`src/rtl/sram_port_arbiter_pkg.sv`:
```
// Shared definitions for the two-requester SRAM port arbiter:
// FSM state encoding and requester-select constants.
package sram_port_arbiter_pkg;

    typedef enum logic {
        INIT = 1'b0,
        RUN  = 1'b1
    } state_t;

    localparam logic SEL_A = 1'b0;
    localparam logic SEL_B = 1'b1;

endpackage : sram_port_arbiter_pkg

```
`src/rtl/sram_rr_arbiter.sv`:
```
// Two-way round-robin grant logic. Grants are combinational from the
// requests; the favoured pointer moves to the loser after every grant.
module sram_rr_arbiter
    import sram_port_arbiter_pkg::*;
(
    input  logic clock,
    input  logic reset,
    input  logic enable,
    input  logic requestA,
    input  logic requestB,
    output logic grantA,
    output logic grantB
);

    logic favoured;

    // NOTE: every output of an always_comb gets a default first, so no path can infer a latch.
    always_comb begin
        grantA = 1'b0;
        grantB = 1'b0;
        if (enable) begin
            if (requestA && (!requestB || favoured == SEL_A)) begin
                grantA = 1'b1;
            end else if (requestB) begin
                grantB = 1'b1;
            end
        end
    end

    // NOTE: sequential state uses non-blocking assignments so every flop samples pre-edge values.
    always_ff @(posedge clock) begin
        if (!reset) begin
            favoured <= SEL_A;
        end else if (grantA) begin
            favoured <= SEL_B;
        end else if (grantB) begin
            favoured <= SEL_A;
        end
    end

endmodule : sram_rr_arbiter

```
`src/rtl/sram_port_arbiter.sv`:
```
// Shares one synchronous SRAM port (1-cycle read latency) between A and B.
// Optional zero-fill sweep after reset: define SRAM_PORT_ARBITER_INIT_EN.
module sram_port_arbiter
    import sram_port_arbiter_pkg::*;
#(
    parameter int nrOfAddressBits = 12,
    parameter int nrOfDataBits    = 8
) (
    input  logic                       clock,
    input  logic                       reset,
    input  logic                       requestA,
    input  logic                       requestB,
    input  logic                       writeEnableA,
    input  logic                       writeEnableB,
    input  logic [nrOfAddressBits-1:0] addressA,
    input  logic [nrOfAddressBits-1:0] addressB,
    input  logic [nrOfDataBits-1:0]    dataInA,
    input  logic [nrOfDataBits-1:0]    dataInB,
    output logic                       grantA,
    output logic                       grantB,
    output logic                       readValidA,
    output logic                       readValidB,
    output logic [nrOfDataBits-1:0]    readDataA,
    output logic [nrOfDataBits-1:0]    readDataB,
    output logic                       busy,
    output logic                       sramWriteEnable,
    output logic [nrOfAddressBits-1:0] sramAddress,
    output logic [nrOfDataBits-1:0]    sramDataIn,
    input  logic [nrOfDataBits-1:0]    sramDataOut
);

    state_t                       state;
    logic                         run_enable;
    logic                         sweep_write;
    logic [nrOfAddressBits-1:0]   sweep_address;
    logic [nrOfAddressBits-1:0]   address_hold;
    logic [nrOfDataBits-1:0]      data_hold;
    logic                         pending_a;
    logic                         pending_b;
    logic [nrOfDataBits-1:0]      read_hold_a;
    logic [nrOfDataBits-1:0]      read_hold_b;

    // Gating with reset keeps every output at its reset value in the reset cycle.
    assign run_enable = reset && (state == RUN);
    assign busy       = (state == INIT);

    sram_rr_arbiter u_arbiter (
        .clock    (clock),
        .reset    (reset),
        .enable   (run_enable),
        .requestA (requestA),
        .requestB (requestB),
        .grantA   (grantA),
        .grantB   (grantB)
    );

`ifdef SRAM_PORT_ARBITER_INIT_EN
    localparam logic [nrOfAddressBits-1:0] COUNT_STEP = 1;

    logic [nrOfAddressBits-1:0] init_count;

    always_ff @(posedge clock) begin
        if (!reset) begin
            state      <= INIT;
            init_count <= '0;
        end else if (state == INIT) begin
            init_count <= init_count + COUNT_STEP;
            if (&init_count) begin
                state <= RUN;
            end
        end
    end

    assign sweep_write   = reset && (state == INIT);
    assign sweep_address = init_count;
`else
    always_ff @(posedge clock) begin
        if (!reset) begin
            state <= INIT;
        end else begin
            state <= RUN;
        end
    end

    assign sweep_write   = 1'b0;
    assign sweep_address = '0;
`endif

    always_comb begin
        sramWriteEnable = 1'b0;
        sramAddress     = address_hold;
        sramDataIn      = data_hold;
        if (!reset) begin
            sramAddress = '0;
            sramDataIn  = '0;
        end else if (sweep_write) begin
            sramWriteEnable = 1'b1;
            sramAddress     = sweep_address;
            sramDataIn      = '0;
        end else if (grantA) begin
            sramWriteEnable = writeEnableA;
            sramAddress     = addressA;
            sramDataIn      = dataInA;
        end else if (grantB) begin
            sramWriteEnable = writeEnableB;
            sramAddress     = addressB;
            sramDataIn      = dataInB;
        end
    end

    // Address/data registers follow the port so idle cycles repeat the last access.
    always_ff @(posedge clock) begin
        if (!reset) begin
            address_hold <= '0;
            data_hold    <= '0;
        end else begin
            address_hold <= sramAddress;
            data_hold    <= sramDataIn;
        end
    end

    always_ff @(posedge clock) begin
        if (!reset) begin
            pending_a   <= 1'b0;
            pending_b   <= 1'b0;
            read_hold_a <= '0;
            read_hold_b <= '0;
        end else begin
            pending_a   <= grantA && !writeEnableA;
            pending_b   <= grantB && !writeEnableB;
            read_hold_a <= readDataA;
            read_hold_b <= readDataB;
        end
    end

    // The SRAM presents read data in the cycle after the grant, alongside the pending flag.
    assign readValidA = reset && pending_a;
    assign readValidB = reset && pending_b;
    assign readDataA  = !reset ? '0 : (pending_a ? sramDataOut : read_hold_a);
    assign readDataB  = !reset ? '0 : (pending_b ? sramDataOut : read_hold_b);

endmodule : sram_port_arbiter
```
`config.mk`:
```
export PLATFORM = sky130hd
export DESIGN_NAME = sram_port_arbiter
export DESIGN_NICKNAME = d
export VERILOG_FILES = /design/src/rtl/sram_port_arbiter_pkg.sv /design/src/rtl/sram_rr_arbiter.sv /design/src/rtl/sram_port_arbiter.sv
export SDC_FILE = /design/constraint.sdc
export NUM_CORES = 1
export LEC_CHECK = 0
export ABC_AREA = 1
export BUFFER_PORTS_ARGS = -buffer_cell sky130_fd_sc_hd__buf_2
export CAP_MARGIN = 30
export CORE_ASPECT_RATIO = 0.5
export CORE_UTILIZATION = 51
export CTS_BUF_LIST = sky130_fd_sc_hd__clkbuf_8
export CTS_CLUSTER_SIZE = 12
export DETAILED_ROUTE_END_ITERATION = 16
export PLACE_DENSITY = 0.95
export SLEW_MARGIN = 20
export SYNTH_ARGS = -nofsm -noshare
export SYNTH_HDL_FRONTEND = slang
export SYNTH_HIERARCHICAL = 1
export SYNTH_SLANG_ARGS = --single-unit
```
`constraint.sdc`:
```
create_clock -name clock -period 3.26 [get_ports clock]
set_input_delay 0.652 -clock clock [delete_from_list [all_inputs] [get_ports clock]]
set_output_delay 0.652 -clock clock [all_outputs]
set_load 0.005 [all_outputs]
```
==> results.cfg, run 1 <==
[synth]
netlist_instances = 311
synth.cell_area_mm2 = 0.001937
synth-main-ff-cell = sky130_fd_sc_hd__dfxtp_1
synth.most_common_cell = sky130_fd_sc_hd__nor2_1
post-synth-top-area-cell = sky130_fd_sc_hd__dfxtp_1
net_count_of_the_mapped_netlist = 365
synth_edf_count = 0
post_synth.cell_area_avg_um2 = 6.228
ys_top_cells_by_count = sky130_fd_sc_hd__nor2_1, sky130_fd_sc_hd__nand2_1, sky130_fd_sc_hd__dfxtp_1
yosys_warnings = 6
netlist.area_leader.share_pct = 41.34
synth_top_cells_by_area = sky130_fd_sc_hd__dfxtp_1, sky130_fd_sc_hd__nor2_1, sky130_fd_sc_hd__nand2_1
synth.lib_cells_used.distinct = 13
postSynthRegisterBits = 40
seq_area_frac_synth_pct = 41.34
asyncSetResetFlopFracSynth_pct = 0

[detailed_routing]
final_antenna_net_count = 0
initialDrtViolationCount = 70
detail_route.drc_violations = 0
wirelength_mm = 4.418
route.detailed.wl_per_inst_um = 9.753
drt_pass1_iterations = 4
vias = 2078
vias_per_cell = 4.587

[setup_path]
cp_top_family = buffers and inverters
sort_of_element_at_the_start_of_the_critical_path = input pin
endpoint_kind = output pin
arrival_ps = 1970
critPathKind = input pin to output pin
crit_path_cell_trace = buf_2 -> nand2_1 -> inv_1 -> nand3_1 -> inv_1 -> inv_2 -> o21ai_0 -> nor2_1 -> buf_2
critPathRequiredTime_ps = 2610
worst_path_max_delay_cell = sky130_fd_sc_hd__inv_2
critical_path.max_stage_delay_ps = 440
cp_max_fo = 40
cp.buffers_inverters = 5

[status]
outcome = completed

[sta]
timing_hold_violations_final = 0
timing.final.crit_share_pct = 80.34
timing.max_slew.rel_slack_pct = 60.69
finalSetupTns_ps = 0
fmaxAchievable_mhz = 381.8
worst-slew-pin-transition_ps = 588.8
setup-violations-final = 0
final-max-slew-violation-count = 0
worst_skew_ps = 6.256
finalWorstPathRequiredPeriod_ps = 2619
rsz0062_at_grt = false

[power]
leak_pwr_nw = 1.514
post-layout-total-power_mw = 1.219
peakVddDrop_mv = 0.2821
p_per_area_mw_per_mm2 = 481.4

[floorplanning]
io_pins = 96
initial_core_util_pct = 54.89
core_region_area_mm2 = 0.003528
dieHeight_um = 45.58
die_w_um = 89.15
row_count = 15
floorplan.die_area_mm2 = 0.004063

[finish]
layout.area.seq_um2 = 800.8
share_of_layout_cells_above_drive_strength_1_pct = 26.87
n_antenna_cell = 0
multi_input_comb_area_um2 = 883.3
finish.instance_area_mm2 = 0.002532
areaGrowthSynthToFinish_pct = 30.75
fin_cells = 453
fillerInstances = 305
final_nets = 455

[clock_network]
cts_num_sinks = 40
postCtsSetupBuffers = 0
cts_tree = built
cts.hold.buffers_added = 0
worst_setup_hold_path_clk_slew_ps = 80
worstSkewPairLatency_ps = 280
cts_max_level = 2
clk_path_buf_depth = 2
cts_repair_resize_count = 0
cts_buffers = 5
clk_root_buffer_cell = sky130_fd_sc_hd__clkbuf_8

[min_path]
worst_hold_path_type = flop to flop

[place]
gp_congestion = 0.7538
hpwlAfterDp_mm = 3.220
dp.cells = 445
placedInstanceArea_mm2 = 0.002374
numPortBuffers = 95

[global_route]
grt_util_all_layers_pct = 21.81
antenna_violations_before_repair = 0
grt.overflow.total = 0
grt_pass1_wl_mm = 6.755
grt_start_max_net_pins = 44
first_global_vias = 1707

[flow_run]
maxCapViolCount = 0
[worst min-delay path, delay by kind of cell (launching register included)]
family          cells  cell delay (ps)
compound gates      1               90
flops               1              310
simple gates        1               90
[placed cells by master (no fill, tap or decap)]
cell	count
sky130_fd_sc_hd__nand2_2	1
sky130_fd_sc_hd__bufinv_16	3
sky130_fd_sc_hd__o21ai_0	23
sky130_fd_sc_hd__clkbuf_8	5
sky130_fd_sc_hd__buf_2	95
sky130_fd_sc_hd__inv_2	1
sky130_fd_sc_hd__inv_1	33
sky130_fd_sc_hd__dfxtp_1	40
sky130_fd_sc_hd__a21oi_1	1
sky130_fd_sc_hd__nand2_1	51
sky130_fd_sc_hd__buf_4	3
sky130_fd_sc_hd__nand3_1	1
sky130_fd_sc_hd__o21ai_1	13
sky130_fd_sc_hd__nor2_1	132
[final cells by class]
type,instances,area share (%)
clock buffers,5,2.717
clock inverters,3,3.557
inverters,34,5.040
multi-input cells,222,34.88
flip-flops and latches,40,31.62
well taps,51,2.520
repair buffers,98,19.66
[power breakdown]
group	internal (mW)	switching, mW	leakage, nW
Combinational	0.0659	0.0838	1.11
Clock	0.383	0.171	0.0784
Sequential	0.510	0.00632	0.326
[layer usage]
layer	up-vias	routed length (µm)	global-route usage (%)
met4	0	8	4.762
met1	909	1981	24.25
li1	1111	-	-
met3	2	216	6.159
met2	56	2210	42.44
met5	-	0	0
[state kept, by name, indices dropped and copies added, names as in the netlist]
signal	flops
address_hold	12
data_hold	8
read_hold_a	8
read_hold_b	8
pending_a	1
pending_b	1
state	1
u_arbiter/favoured	1
[through the flow]
step	util, %	setup slack [ps]	hold slack [ps]
floorplan	-	1020	468.3
global placement	67.27	734.6	482.4
detailed placement	67.27	657.4	495.4
CTS	71.77	651.9	517.5
global route	71.77	428.5	536.3
finish	71.77	640.8	517.7
[cell families (layout without fill, tap and decap cells)]
family / count (synthesis) / after routing / share of synthesized area (%)
AO/OA/AOI/OAI: 37 / 37 / 9.560
buffers and inverters: 49 / 140 / 13.05
flip-flops: 40 / 40 / 41.34
AND/OR/NAND/NOR: 185 / 185 / 36.05
[final timing paths]
path                               end  cells past startpoint  slack (ps)                      start
max                      sramDataIn[7]                      9         640                      reset
max reg2reg    data_hold[3]$_SDFF_PN0_                      8        1760              state$_DFF_P_
min reg2reg  read_hold_a[1]$_SDFF_PN0_                      2         520  read_hold_a[1]$_SDFF_PN0_
min          read_hold_a[1]$_SDFF_PN0_                      2         520  read_hold_a[1]$_SDFF_PN0_
No activity file was read; power rests on OpenSTA's default activity.
==> inputs of run 2 (changes only) <==
--- a/config.mk
+++ b/config.mk
@@ -9,11 +9,11 @@
 export BUFFER_PORTS_ARGS = -buffer_cell sky130_fd_sc_hd__buf_2
 export CAP_MARGIN = 30
 export CORE_ASPECT_RATIO = 0.5
-export CORE_UTILIZATION = 51
+export CORE_UTILIZATION = 43
 export CTS_BUF_LIST = sky130_fd_sc_hd__clkbuf_8
 export CTS_CLUSTER_SIZE = 12
 export DETAILED_ROUTE_END_ITERATION = 16
-export PLACE_DENSITY = 0.95
+export PLACE_DENSITY = 0.88
 export SLEW_MARGIN = 20
 export SYNTH_ARGS = -nofsm -noshare
 export SYNTH_HDL_FRONTEND = slang
==> constraint.sdc (replaced) <==
create_clock -name clock -period 2.35 [get_ports clock]
set_input_delay 0.47 -clock clock [delete_from_list [all_inputs] [get_ports clock]]
set_output_delay 0.47 -clock clock [all_outputs]
set_load 0.005 [all_outputs]
==> results.cfg, run 2 (synthesis results as in run 1) <==
[setup_path]
cp_max_fo = 40
crit_path_cell_trace = nand2_1 -> inv_1 -> nand3_1 -> inv_1 -> inv_2 -> buf_12 -> o21ai_0 -> nor2_1 -> buf_2
sort_of_element_at_the_start_of_the_critical_path = flop
critical_path.max_stage_delay_ps = 340
critical_path.reg2reg.endpoint = data_hold[5]$_SDFF_PN0_
crit_path_start = state$_DFF_P_
cp_common_cell = sky130_fd_sc_hd__inv_1
worst_path_max_delay_cell = sky130_fd_sc_hd__dfxtp_1
critPathKind = flop to output pin
cp.buffers_inverters = 5
critPathRequiredTime_ps = 1880
r2r-start = state$_DFF_P_
cp_top_family = buffers and inverters
endpoint_kind = output pin
reg2regPathDepth = 8
arrival_ps = 1630
worst-r2r-setup-slack_ps = 1010

[clock_network]
worst_setup_hold_path_clk_slew_ps = 80
clk_path_buf_depth = 2
worstSkewPairLatency_ps = 280
cts_tree = built
postCtsSetupBuffers = 0
clk_root_buffer_cell = sky130_fd_sc_hd__clkbuf_8
cts_num_sinks = 40
cts_max_level = 2
cts_buffers = 5
cts_repair_resize_count = 0
cts.hold.buffers_added = 0

[detailed_routing]
drt_pass1_iterations = 4
vias_per_cell = 4.453
route.detailed.wl_per_inst_um = 9.002
detail_route.drc_violations = 0
final_antenna_net_count = 0
vias = 2035
initialDrtViolationCount = 58
wirelength_mm = 4.114

[power]
leak_pwr_nw = 1.500
seq_power_share_pct = 48.7
share_comb_of_total_power_pct = 14.3
p_per_area_mw_per_mm2 = 584.9
p_int_mw = 1.115
clockPowerShare_pct = 37.0
switching_share_pct = 24.00
peakVddDrop_mv = 0.2719
power.switching_mw = 0.3521
post-layout-total-power_mw = 1.467

[sta]
worst-slew-pin-transition_ps = 356.1
fmaxAchievable_mhz = 476.1
worst_skew_ps = 5.002
timing_hold_violations_final = 0
setup-violations-final = 0
finalSetupTns_ps = 0
timing.final.crit_share_pct = 89.37
finalWorstPathRequiredPeriod_ps = 2100
hold_slack_ps = 356.6
setup_ws_ps = 249.8
rsz0062_at_grt = false
timing.max_slew.rel_slack_pct = 76.26
final-max-slew-violation-count = 0

[floorplanning]
die_w_um = 96.92
initial_core_util_pct = 47.20
io_pins = 96
floorplan.die_area_mm2 = 0.004793
row_count = 16
core_region_area_mm2 = 0.004104
dieHeight_um = 49.46

[finish]
top_register = address_hold
n_antenna_cell = 0
postLayoutCoreUtil_pct = 61.13
final_nets = 456
fillerInstances = 415
most_frequent_cells_in_the_layout = sky130_fd_sc_hd__nor2_1, sky130_fd_sc_hd__buf_2, sky130_fd_sc_hd__nand2_1
fin_cells = 457
layout.cells.most_common = sky130_fd_sc_hd__nor2_1
largest_reg_flops = 12
areaGrowthSynthToFinish_pct = 29.52
finish.instance_area_mm2 = 0.002509
share_of_layout_cells_above_drive_strength_1_pct = 27.05

[place]
placedInstanceArea_mm2 = 0.002397
hpwlAfterDp_mm = 3.066
numPortBuffers = 95
preCtsSetupSlack_ps = 319.1
gp_congestion = 0.7451
dp.cells = 449

[global_route]
grt_util_all_layers_pct = 18.20
first_global_vias = 1741
antenna_violations_before_repair = 0
grt_start_max_net_pins = 44
grt_pass1_wl_mm = 7.238
grt.overflow.total = 0

[min_path]
hold-path-cell-count = 2
worst_hold_path_type = input pin to flop
hold_end = pending_b$_SDFF_PN0_
hold_start = writeEnableB

[status]
outcome = completed

[flow_run]
maxCapViolCount = 0
run 2: power groups by stage:
stage	sequential (mW)	clock, mW	combinational, mW
6_report	0.715	0.543	0.210
3_3_place_gp	0.730	0	0.208
4_1_cts	0.716	0.560	0.212
3_5_place_dp	0.731	0	0.211
2_1_floorplan	0.728	0	0.128
5_1_grt	0.719	0.594	0.245
run 2: worst reg2reg max path, stage by stage, from the launching register on:
cell and delay, ps:
sky130_fd_sc_hd__dfxtp_1 340, sky130_fd_sc_hd__nand2_1 50, sky130_fd_sc_hd__inv_1 60, sky130_fd_sc_hd__nand3_1 90, sky130_fd_sc_hd__inv_1 140, sky130_fd_sc_hd__inv_2 60
sky130_fd_sc_hd__buf_12 160, sky130_fd_sc_hd__o21ai_0 240, sky130_fd_sc_hd__nor2_1 90
run 2: layout make-up:
cell class	count	area, µm²	area share (%)
multi-input cells	222	883.3	35.21
clock inverters	3	42.54	1.696
flip-flops and latches	40	800.8	31.92
clock buffers	5	68.82	2.743
well taps	54	67.56	2.693
repair buffers	99	518.0	20.65
inverters	34	127.6	5.087
run 2: per-layer routing:
metal	wire (µm)	GRT usage [%]	part of all wire (%)
met1	2019	22.68	49
met2	1906	32.04	46
met4	0	4.478	0
met5	0	0	0
met3	187	4.397	4.5
run 2: worst max path at each step:
stage	endpoint	cells after the start
floorplan	sramAddress[10]	13
global route	sramAddress[9]	12
detailed placement	sramAddress[9]	13
CTS	sramAddress[9]	12
global placement	sramAddress[0]	12
finish	sramAddress[0]	9
==> inputs of run 3 (changes only) <==
--- a/config.mk
+++ b/config.mk
@@ -13,7 +13,7 @@
 export CTS_BUF_LIST = sky130_fd_sc_hd__clkbuf_8
 export CTS_CLUSTER_SIZE = 12
 export DETAILED_ROUTE_END_ITERATION = 16
-export PLACE_DENSITY = 0.88
+export PLACE_DENSITY_LB_ADDON = 0.08
 export SLEW_MARGIN = 20
 export SYNTH_ARGS = -nofsm -noshare
 export SYNTH_HDL_FRONTEND = slang
==> constraint.sdc (replaced) <==
create_clock -name clock -period 2.35 [get_ports clock]
set_input_delay 0.235 -clock clock [delete_from_list [all_inputs] [get_ports clock]]
set_output_delay 0.235 -clock clock [all_outputs]
set_load 0.005 [all_outputs]
==> results.cfg, run 3 (synthesis results as in run 1) <==
[status]
outcome = completed

[sta]
setup-violations-final = 0
finalWorstPathRequiredPeriod_ps = 2029
timing_hold_violations_final = 0
final-max-slew-violation-count = 0
worst-slew-pin-transition_ps = 595.7
timing.final.crit_share_pct = 86.35
timing.max_slew.rel_slack_pct = 60.23
worst_skew_ps = 4.714
fmaxAchievable_mhz = 492.8
rsz0062_at_grt = false
setup_ws_ps = 320.7
finalSetupTns_ps = 0

[detailed_routing]
route.detailed.wl_per_inst_um = 9.235
initialDrtViolationCount = 43
drt_pass1_iterations = 4
detail_route.drc_violations = 0
wirelength_mm = 4.211
vias = 2058
vias_per_cell = 4.513
final_antenna_net_count = 0

[finish]
final_nets = 455
most_frequent_cells_in_the_layout = sky130_fd_sc_hd__nor2_1, sky130_fd_sc_hd__buf_2, sky130_fd_sc_hd__nand2_1
areaGrowthSynthToFinish_pct = 27.52
multi_input_comb_area_um2 = 883.3
n_antenna_cell = 0
fillerInstances = 413
finish.instance_area_mm2 = 0.002470
top_register = address_hold
largest_reg_flops = 12
share_of_layout_cells_above_drive_strength_1_pct = 26.87
layout.cells.most_common = sky130_fd_sc_hd__nor2_1
postLayoutCoreUtil_pct = 60.18
layout.area.seq_um2 = 800.8

[setup_path]
cp.buffers_inverters = 4
arrival_ps = 1790
worst_path_max_delay_cell = sky130_fd_sc_hd__inv_2
critPathRequiredTime_ps = 2120
cp_max_fo = 40
cp_common_cell = sky130_fd_sc_hd__inv_1
sort_of_element_at_the_start_of_the_critical_path = flop
crit_path_cell_trace = nand2_1 -> inv_1 -> nand3_1 -> inv_1 -> inv_2 -> o21ai_0 -> nor2_1 -> buf_2
critPathKind = flop to output pin
critical_path.max_stage_delay_ps = 450
endpoint_kind = output pin
cp_top_family = buffers and inverters

[place]
hpwlAfterDp_mm = 3.069
placedInstanceArea_mm2 = 0.002377
gp_congestion = 0.7803
preCtsSetupSlack_ps = 603.4
numPortBuffers = 95

[min_path]
worst_hold_path_type = input pin to flop

[clock_network]
cts_tree = built
cts_max_level = 2
worst_setup_hold_path_clk_slew_ps = 70
worstSkewPairLatency_ps = 280
postCtsSetupBuffers = 0
clk_path_buf_depth = 2
cts.hold.buffers_added = 0
cts_num_sinks = 40
clk_root_buffer_cell = sky130_fd_sc_hd__clkbuf_8
cts_repair_resize_count = 0
cts_buffers = 5

[global_route]
grt.overflow.total = 0
first_global_vias = 1698
grt_pass1_wl_mm = 7.072
grt_util_all_layers_pct = 18.07
grt_start_max_net_pins = 44
antenna_violations_before_repair = 0

[power]
leak_pwr_nw = 1.487
p_per_area_mw_per_mm2 = 559.1
seq_power_share_pct = 51.8
post-layout-total-power_mw = 1.381
power.switching_mw = 0.3482
clockPowerShare_pct = 33.2
switching_share_pct = 25.22
share_comb_of_total_power_pct = 15.0
peakVddDrop_mv = 0.2607
p_int_mw = 1.033

[floorplanning]
die_w_um = 96.92
row_count = 16
floorplan.die_area_mm2 = 0.004793
initial_core_util_pct = 47.20
io_pins = 96
dieHeight_um = 49.46
core_region_area_mm2 = 0.004104

[flow_run]
maxCapViolCount = 0
## run 3: final timing paths
check / start / endpoint / slack, ps / cells after the start
hold reg to reg: read_hold_b[1]$_SDFF_PN0_ / read_hold_b[1]$_SDFF_PN0_ / 510 / 2
setup reg to reg: state$_DFF_P_ / data_hold[1]$_SDFF_PN0_ / 870 / 8
hold / removal: writeEnableB / pending_b$_SDFF_PN0_ / 120 / 2
setup / recovery: state$_DFF_P_ / sramDataIn[2] / 320 / 8
## run 3: layer usage
layer,GRT usage (%),part of all wire [%],vias up,wire length [µm]
met5,0,0,-,0
met4,3.731,0.40,0,17
met3,5.248,6.5,2,275
met2,31.69,45,68,1886
met1,22.34,48,885,2031
li1,-,-,1103,-
## run 3: stage by stage
stage               std cells  hold WS [ps]
detailed placement        448         415.9
global placement          448         414.3
finish                    456         120.9
CTS                       456         112.6
floorplan                 311         262.7
global route              456         116.1
## run 3: worst register-to-register path: stages, from the launching register on
cell                      delay (ps)
sky130_fd_sc_hd__dfxtp_1         320
sky130_fd_sc_hd__nand2_1          60
sky130_fd_sc_hd__inv_1            50
sky130_fd_sc_hd__nand3_1          90
sky130_fd_sc_hd__inv_1            80
sky130_fd_sc_hd__inv_2           450
sky130_fd_sc_hd__nand2_1         120
sky130_fd_sc_hd__nor2_1          150
sky130_fd_sc_hd__nor2_1           60
## run 3: power groups by stage
stage                     clock network (mW)  registers, mW  logic, mW
final                                  0.459          0.715      0.207
after global routing                   0.515          0.718      0.241
after CTS                              0.476          0.716      0.209
after detailed placement                   0          0.732      0.208
after global placement                     0          0.730      0.204
after floorplan                            0          0.728      0.128
## run 3: cell type report
type	instances	area share, %
flip-flops and latches	40	32.42
well taps	54	2.736
inverters	34	5.167
clock inverters	2	0.4053
clock buffers	6	3.343
multi-input cells	222	35.76
repair buffers	98	20.16
